`src/rtl/arb_8x32_ctrl_pkg.sv`:
```
// arb_8x32_ctrl_pkg
//   Shared constants and types for the 2-requester byte arbiter feeding the
//   8-to-32 demux. Imported by the controller, the round-robin sub-module and
//   the testbench, so state encoding and lane/counter widths live in one place.
//   No ports (package).
package arb_8x32_ctrl_pkg;

  // Four byte lanes make one 32-bit word.
  localparam int NUM_LANES  = 4;
  localparam int CNT_W      = 2;
  localparam int IDLE_CNT_W = 8;

  // Lane index carried by the last byte of a word.
  localparam logic [CNT_W-1:0] LAST_LANE = CNT_W'(NUM_LANES - 1);

  typedef enum logic {
    ST_IDLE  = 1'b0,
    ST_GRANT = 1'b1
  } arbState_t;

  // True when the byte at this lane index completes a word.
  function automatic logic isLastLane(input logic [CNT_W-1:0] lane);
    return (lane == LAST_LANE);
  endfunction

endpackage

```
`src/rtl/arb_8x32_ctrl_rr2.sv`:
```
// arb_rr2
//   Combinational two-way round-robin decision.
//   Ports:
//     valid_0, valid_1 : request lines
//     rr_last          : requester granted most recently
//     gnt_valid        : at least one requester is asking
//     gnt              : chosen requester (meaningful only when gnt_valid)
module arb_rr2 (
  input  logic valid_0,
  input  logic valid_1,
  input  logic rr_last,
  output logic gnt_valid,
  output logic gnt
);

  // A lone requester always wins; on a tie the side not served last wins.
  always_comb begin
    gnt_valid = valid_0 | valid_1;
    gnt       = 1'b0;
    if (valid_0 && valid_1) begin
      gnt = ~rr_last;
    end else if (valid_1) begin
      gnt = 1'b1;
    end
  end

endmodule

```
`src/rtl/arb_8x32_ctrl.sv`:
```
// arb_8x32_ctrl
//   Arbitrates two byte streams into a single word-aligned byte stream for the
//   8-to-32 demux. A grant is held for a whole 4-byte word; stalled grants are
//   aborted after TIMEOUT idle cycles.
//   Ports:
//     clk_4f, reset_L             : byte-rate clock, async active-low reset
//     valid_0/1, data_0/1         : requester byte streams
//     ready_0/1                   : per-requester accept strobe
//     data_in_8x32, valid_in_8x32 : forwarded byte and its valid (1-cycle latency)
//     selector_clk_4f, owner      : lane index and requester id of forwarded byte
//     word_done                   : high with the fourth byte of a word
//     err_abort                   : one-cycle pulse on timeout abort
module arb_8x32_ctrl
  import arb_8x32_ctrl_pkg::*;
#(
  parameter int TIMEOUT = 8
) (
  input  logic             clk_4f,
  input  logic             reset_L,
  input  logic             valid_0,
  input  logic             valid_1,
  input  logic [7:0]       data_0,
  input  logic [7:0]       data_1,
  output logic             ready_0,
  output logic             ready_1,
  output logic [7:0]       data_in_8x32,
  output logic             valid_in_8x32,
  output logic [CNT_W-1:0] selector_clk_4f,
  output logic             owner,
  output logic             word_done,
  output logic             err_abort
);

  localparam logic [IDLE_CNT_W-1:0] TIMEOUT_LAST = IDLE_CNT_W'(TIMEOUT - 1);

  arbState_t             r_state;
  logic                  r_gnt;
  logic [CNT_W-1:0]      r_cnt;
  logic                  r_rrLast;
  logic [IDLE_CNT_W-1:0] r_idleCnt;

  logic       w_gntValid;
  logic       w_gnt;
  logic       w_accept;
  logic [7:0] w_gntData;

  arb_rr2 u_rr2 (
    .valid_0   (valid_0),
    .valid_1   (valid_1),
    .rr_last   (r_rrLast),
    .gnt_valid (w_gntValid),
    .gnt       (w_gnt)
  );

  // Ready depends only on state and grant so a requester can raise valid
  // without a combinational loop back through ready.
  always_comb begin
    ready_0   = (r_state == ST_GRANT) && !r_gnt;
    ready_1   = (r_state == ST_GRANT) &&  r_gnt;
    w_accept  = (r_state == ST_GRANT) && (r_gnt ? valid_1 : valid_0);
    w_gntData = r_gnt ? data_1 : data_0;
  end

  // Controller and registered output stage. At a word boundary the
  // re-arbitration happens in the same cycle as the last acceptance so
  // back-to-back words have no bubble. An abort leaves rr_last on the
  // aborted requester so the other side wins the next tie.
  always_ff @(posedge clk_4f or negedge reset_L) begin
    if (!reset_L) begin
      r_state         <= ST_IDLE;
      r_gnt           <= 1'b0;
      r_cnt           <= '0;
      r_rrLast        <= 1'b1;
      r_idleCnt       <= '0;
      data_in_8x32    <= 8'h00;
      valid_in_8x32   <= 1'b0;
      selector_clk_4f <= '0;
      owner           <= 1'b0;
      word_done       <= 1'b0;
      err_abort       <= 1'b0;
    end else begin
      valid_in_8x32 <= 1'b0;
      word_done     <= 1'b0;
      err_abort     <= 1'b0;
      case (r_state)
        ST_IDLE: begin
          if (w_gntValid) begin
            r_state   <= ST_GRANT;
            r_gnt     <= w_gnt;
            r_rrLast  <= w_gnt;
            r_cnt     <= '0;
            r_idleCnt <= '0;
          end
        end
        ST_GRANT: begin
          if (w_accept) begin
            data_in_8x32    <= w_gntData;
            valid_in_8x32   <= 1'b1;
            selector_clk_4f <= r_cnt;
            owner           <= r_gnt;
            word_done       <= isLastLane(r_cnt);
            r_idleCnt       <= '0;
            r_cnt           <= r_cnt + 2'd1;
            if (isLastLane(r_cnt)) begin
              if (w_gntValid) begin
                r_gnt    <= w_gnt;
                r_rrLast <= w_gnt;
              end else begin
                r_state <= ST_IDLE;
              end
            end
          end else if (r_idleCnt == TIMEOUT_LAST) begin
            err_abort <= 1'b1;
            r_state   <= ST_IDLE;
            r_cnt     <= '0;
            r_idleCnt <= '0;
          end else begin
            r_idleCnt <= r_idleCnt + 8'd1;
          end
        end
        default: r_state <= ST_IDLE;
      endcase
    end
  end

endmodule

```
`config.mk`:
```
export PLATFORM = sky130hd
export DESIGN_NAME = arb_8x32_ctrl
export DESIGN_NICKNAME = d
export VERILOG_FILES = /design/src/rtl/arb_8x32_ctrl_pkg.sv /design/src/rtl/arb_8x32_ctrl_rr2.sv /design/src/rtl/arb_8x32_ctrl.sv
export SDC_FILE = /design/constraint.sdc
export NUM_CORES = 1
export LEC_CHECK = 0
export CAP_MARGIN = 20
export CORE_MARGIN = 8
export CORE_UTILIZATION = 50
export DETAILED_ROUTE_END_ITERATION = 8
export PLACE_DENSITY_LB_ADDON = 0.12
export SLEW_MARGIN = 20
export SYNTH_ARGS = -nofsm -noshare
export SYNTH_HDL_FRONTEND = slang
export SYNTH_SLANG_ARGS = --single-unit
```
`constraint.sdc`:
```
create_clock -name clk_4f -period 3.2 [get_ports clk_4f]
set_input_delay 0.64 -clock clk_4f [delete_from_list [all_inputs] [get_ports clk_4f]]
set_output_delay 0.64 -clock clk_4f [all_outputs]
set_load 0.03 [all_outputs]
```
==> results of run 1 <==
state kept, by name, indices dropped and copies added, names as in the netlist:
name / flops
valid_in_8x32: 1
word_done: 1
r_gnt: 1
r_idleCnt: 8
err_abort: 1
owner: 1
data_in_8x32: 8
r_state: 1
r_rrLast: 1
selector_clk_4f: 2
r_cnt: 2
per-stage QoR:
stage               setup WS (ns)  hold slack (ns)  util, %  instance area, um^2  cells
CTS                         0.506            0.496     68.2                 1670    190
floorplan                    1.54            0.344        -                 1280    126
global placement            0.688            0.464     67.1                 1650    186
finish                      0.543            0.488     68.2                 1670    190
global route                0.442            0.520     68.2                 1670    190
detailed placement          0.550            0.464     67.1                 1650    186
power by group through the flow:
stage / logic (mW) / clock network [mW] / registers [mW]
after floorplan: 0.342 / 0 / 0.691
after global placement: 0.700 / 0 / 0.591
after detailed placement: 0.719 / 0 / 0.598
after CTS: 0.721 / 0.149 / 0.589
after global routing: 0.771 / 0.158 / 0.604
final: 0.710 / 0.141 / 0.588
Yosys cell counts:
cell type	n
a21oi_1	6
a21oi_4	1
a22o_1	2
a32o_1	1
and2_1	2
and2_2	1
and4_1	1
and4bb_2	1
buf_2	6
dfrtp_1	26
dfstp_2	1
ha_1	2
inv_1	3
mux2i_1	10
nand2_1	24
nand2b_1	1
nand3_1	1
nand4_1	3
nor2_1	9
nor2b_1	1
nor3_1	1
nor3_2	1
o21a_1	1
o21ai_0	13
o21ai_1	1
o311a_4	1
or3_1	1
xor2_1	5
cell families (layout without fill, tap and decap cells):
family	after synthesis	count (layout)	share of synthesized area (%)
compound gates	26	26	13.5
xor+xnor	5	5	3.41
fa+ha+maj	2	2	1.95
buf+inv	9	43	3.22
flops	27	27	52.8
mux	10	10	7.81
simple gates	47	47	17.4
worst min path at each step:
stage,start,end,slack [ns]
after global routing,data_in_8x32[3],data_in_8x32[3],0.52
after detailed placement,selector_clk_4f[0],selector_clk_4f[0],0.46
after global placement,data_in_8x32[0],data_in_8x32[0],0.46
after floorplan,reset_L,data_in_8x32[0],0.34
final,selector_clk_4f[0],selector_clk_4f[0],0.49
after CTS,selector_clk_4f[0],selector_clk_4f[0],0.50
layout make-up:
cell class	count	share of cell area, %
inverters	3	0.673
well taps	30	2.24
repair buffers	36	21.4
clock buffers	4	1.57
flip-flops and latches	27	40.4
multi-input cells	90	33.7
metal layers:
metal	track usage (%)	routed length [um]	vias up	part of all wire, %
met5	0	0	-	0
met4	7.20	54	0	1.9
met1	15.3	1190	457	42
met2	22.6	1400	19	50
met3	3.36	160	5	5.7
li1	-	-	496	-
worst min-delay path: stages (launching register included):
cell,delay [ns]
dfrtp_1,0.36
nand2_1,0.05
nand2_1,0.06
cells in the final DEF (no fill, tap or decap):
master | Yosys | layout
clkdlybuf4s50_1 | 0 | 35
and2_2 | 1 | 1
nor2b_1 | 1 | 1
buf_4 | 0 | 1
nand3_1 | 1 | 1
nand4_1 | 3 | 3
inv_1 | 3 | 3
o311a_4 | 1 | 1
dfstp_2 | 1 | 1
ha_1 | 2 | 2
nor3_2 | 1 | 1
a21oi_1 | 6 | 6
nand2_1 | 24 | 24
clkbuf_4 | 0 | 3
and4bb_2 | 1 | 1
mux2i_1 | 10 | 10
nand2b_1 | 1 | 1
or3_1 | 1 | 1
dfrtp_1 | 26 | 26
a32o_1 | 1 | 1
a22o_1 | 2 | 2
xor2_1 | 5 | 5
nor3_1 | 1 | 1
nor2_1 | 9 | 9
and2_1 | 2 | 2
o21ai_0 | 13 | 13
o21ai_1 | 1 | 1
o21a_1 | 1 | 1
clkbuf_1 | 0 | 1
a21oi_4 | 1 | 1
and4_1 | 1 | 1
==> impl_metrics.env, run 1 <==
export IMPL_grt_max_degree=28
export IMPL_multi_input_area_um2=564
export IMPL_synth_nets=148
export IMPL_drtPass1Iterations=4
export IMPL_path_max_fanout=14
export IMPL_fin_worst_skew_ns=0.00645
export IMPL_layout_nets=183
export IMPL_hp_class="flop to flop"
export IMPL_wl_per_cell_um=14.8
export IMPL_dp_hpwl_um=2190
export IMPL_path_delay_family="flip-flops"
export IMPL_cts_hold_buf=0
export IMPL_yosysTopAreaCellShare_pct=50.7
export IMPL_vias_per_cell=5.14
export IMPL_antenna_cells=0
export IMPL_grt_overflow=0
export IMPL_max_freq_mhz=376
export IMPL_ant_nets=0
export IMPL_tritoncts="done"
export IMPL_port_buffers=35
export IMPL_cts_setup_buffers=0
export IMPL_rr_worst_depth=4
export IMPL_cts_sinks=27
export IMPL_holdPathStages=2
export IMPL_power_mw=1.44
export IMPL_netlist_area_um2=1280
export IMPL_power_density_nw_per_um2=859
export IMPL_fill_cells=213
export IMPL_path_class="flop to primary output"
export IMPL_power_switching_mw=0.616
export IMPL_syn_avg_cell_area_um2=10.2
export IMPL_arrival_ns=2.02
export IMPL_rr_startpoint="r_gnt"
export IMPL_r2r_end="word_done"
export IMPL_clkPwrFrac_pct=9.8
export IMPL_power_internal_mw=0.822
export IMPL_grt_pass1_vias=950
export IMPL_p_sw_share_pct=42.8
export IMPL_drv_cap=0
export IMPL_ir_drop_mv=0.592
export IMPL_drv_slew=0
export IMPL_cts_root_buffer="clkbuf_4"
export IMPL_globalplace_congestion=0.781
export IMPL_timing_critical_path_from="r_gnt"
export IMPL_fin_setup_tns_ns=0
export IMPL_ys_warn_count=0
export IMPL_slowest_stage="dfrtp_1"
export IMPL_cp_endpoint="ready_1"
export IMPL_core_region_area_um2=2450
export IMPL_die_h_um=66.6
export IMPL_vias=977
export IMPL_period_share_pct=83.0
export IMPL_ios=36
export IMPL_drive_above_1_share_pct=6.25
export IMPL_clock_path_buffers=2
export IMPL_num_rows=18
export IMPL_comb_power_share_pct=49.3
export IMPL_clk_latency_ns=0.32
export IMPL_clk_pin_slew_ns=0.13
export IMPL_cp_slowest_stage_delay_ns=0.76
export IMPL_synth_seq_area_share_pct=52.8
export IMPL_die_x_um=66.6
export IMPL_hold_violations=0
export IMPL_drt_total_wl_um=2810
export IMPL_regArea_um2=677
export IMPL_grtUsageTotal_pct=13.5
export IMPL_cp_depth=2
export IMPL_p_leak_nw=0.751
export IMPL_max_slew_margin_pct=58.6
export IMPL_grt_pass1_wl_um=4540
export IMPL_numCtsBuffers=3
export IMPL_seqPwrFrac_pct=40.9
export IMPL_setup_viol=0
export IMPL_ys_ff_latch=27
export IMPL_cp_required_ns=2.56
export IMPL_status="finished clean"
export IMPL_worst_slew_pin_slew_ns=0.621
export IMPL_dieArea_um2=4440
export IMPL_cp_end_kind="primary output"
export IMPL_crit_buf_inv=1
export IMPL_ctsResizeCount=0
export IMPL_drt_iter0_drc=58
export IMPL_min_period_ns=2.66
export IMPL_reg2reg_slack_ns=1.07
export IMPL_drc_errors=0
export IMPL_synth_area_leaders="dfrtp_1, mux2i_1, nand2_1, o21ai_0, xor2_1"
export IMPL_antenna_found_initial=0
export IMPL_synth_cell_type_count=28
export IMPL_start_kind="flop"
export IMPL_synth_cells=126
export IMPL_area_delta_synth_final_pct=30.5
export IMPL_crit_chain="and2_1, clkdlybuf4s50_1"
export IMPL_htreeDepth=1
export IMPL_rsz0062_at_grt="false"
export IMPL_synth_top_area_cell="dfrtp_1"
export IMPL_start_util_pct=52.2
Power figures use the tool's default switching activity.
==> run 2: changes to the inputs <==
- CORE_UTILIZATION: 50 -> 42
- clock period: 3.2 -> 2.3 ns (I/O delays scaled with it)
==> impl_metrics.env, run 2 (synthesis gave the netlist of run 1 again) <==
export IMPL_num_rows=20
export IMPL_cts_sinks=27
export IMPL_numCtsBuffers=3
export IMPL_min_period_ns=2.12
export IMPL_setup_viol=0
export IMPL_max_freq_mhz=471
export IMPL_drt_total_wl_um=2880
export IMPL_start_kind="flop"
export IMPL_area_delta_synth_final_pct=33.3
export IMPL_dp_hpwl_um=2250
export IMPL_start_util_pct=43.1
export IMPL_arrival_ns=1.66
export IMPL_grt_max_degree=28
export IMPL_p_leak_nw=0.770
export IMPL_die_h_um=71.3
export IMPL_worst_slew_pin_slew_ns=0.374
export IMPL_cp_required_ns=1.84
export IMPL_grt_overflow=0
export IMPL_fin_cells=197
export IMPL_hp_class="flop to flop"
export IMPL_cts_hold_buf=0
export IMPL_place_inst=193
export IMPL_drive_above_1_share_pct=9.15
export IMPL_cts_setup_buffers=0
export IMPL_vias_per_cell=5.12
export IMPL_tritoncts="done"
export IMPL_ios=36
export IMPL_drtPass1Iterations=3
export IMPL_clock_path_buffers=2
export IMPL_port_buffers=35
export IMPL_vias=1008
export IMPL_multi_input_area_um2=564
export IMPL_layout_nets=187
export IMPL_clk_pin_slew_ns=0.13
export IMPL_grtUsageTotal_pct=11.7
export IMPL_period_share_pct=92.3
export IMPL_max_slew_margin_pct=75.0
export IMPL_ir_drop_mv=0.442
export IMPL_hold_violations=0
export IMPL_layout_common_cells="clkdlybuf4s50_1, dfrtp_1, nand2_1"
export IMPL_rsz0062_at_grt="false"
export IMPL_power_density_nw_per_um2=1190
export IMPL_grt_pass1_wl_um=4870
export IMPL_drv_cap=0
export IMPL_antenna_cells=0
export IMPL_top_layer="met4"
export IMPL_die_x_um=71.3
export IMPL_cp_end_kind="primary output"
export IMPL_fin_setup_tns_ns=0
export IMPL_route_met3_wl_um=182
export IMPL_wl_per_cell_um=14.6
export IMPL_ctsResizeCount=0
export IMPL_path_max_fanout=7
export IMPL_path_class="flop to primary output"
export IMPL_mostFrequentLayoutCell="clkdlybuf4s50_1"
export IMPL_clk_latency_ns=0.31
export IMPL_core_region_area_um2=2980
export IMPL_drt_iter0_drc=20
export IMPL_regArea_um2=678
export IMPL_antenna_found_initial=0
export IMPL_ant_nets=0
export IMPL_wl_met1_um=1350
export IMPL_dieArea_um2=5080
export IMPL_htreeDepth=1
export IMPL_wl_met2_um=1310
export IMPL_grt_pass1_vias=1035
export IMPL_status="finished clean"
export IMPL_fill_cells=269
export IMPL_drc_errors=0
export IMPL_drv_slew=0
export IMPL_largestRegisters="data_in_8x32: 8 flops, r_idleCnt: 8 flops"
export IMPL_fin_worst_skew_ns=0.00443
export IMPL_cts_root_buffer="clkbuf_4"
export IMPL_globalplace_congestion=0.798
[run 2: report_power, final]
part / switching [mW] / internal, mW / total [mW]
registers: 0.144 / 0.649 / 0.793
logic: 0.593 / 0.451 / 1.04
clock network: 0.124 / 0.0676 / 0.191
total: 0.861 / 1.17 / 2.03
[run 2: stage by stage]
step | power, mW | area (um^2) | hold slack (ns) | util (%) | worst slack, ns
after floorplan | 1.44 | 1280 | 0.164 | - | 0.821
after global placement | 1.82 | 1680 | 0.463 | 56.5 | 0.416
after detailed placement | 1.86 | 1680 | 0.471 | 56.5 | 0.316
after CTS | 2.05 | 1710 | 0.503 | 57.4 | 0.0776
after global routing | 2.18 | 1710 | 0.522 | 57.4 | 0.0803
final | 2.03 | 1710 | 0.497 | 57.4 | 0.178
[run 2: worst paths after layout]
check	slack, ns	startpoint	end	cells past startpoint
worst max-delay path	0.18	r_gnt	ready_1	2
worst min-delay path	0.50	data_in_8x32[6]	data_in_8x32[6]	2
worst max register to register	0.69	r_gnt	data_in_8x32[2]	4
worst min register to register	0.50	data_in_8x32[6]	data_in_8x32[6]	2
max in group asynchronous	1.49	reset_L	r_rrLast	2
min in group asynchronous	0.51	reset_L	data_in_8x32[0]	2
[run 2: worst max-delay path: stages (launching register included)]
cell and delay [ns]:
dfrtp_1 0.50, and2_1 0.19, clkdlybuf4s50_1 0.67
[run 2: area by class of cell]
type	instances	area share, %
tap	33	2.42
sequential	27	39.7
inverter	3	0.659
timing repair buffer	40	22.7
multi-input combinational	90	33.0
clock buffer	4	1.54
[run 2: metal layers]
layer  GRT usage [%]  vias to the layer above
met3            3.07                        4
met5               0                        -
met1            14.1                      467
met4            4.39                        0
met2            19.5                       28
li1                -                      509
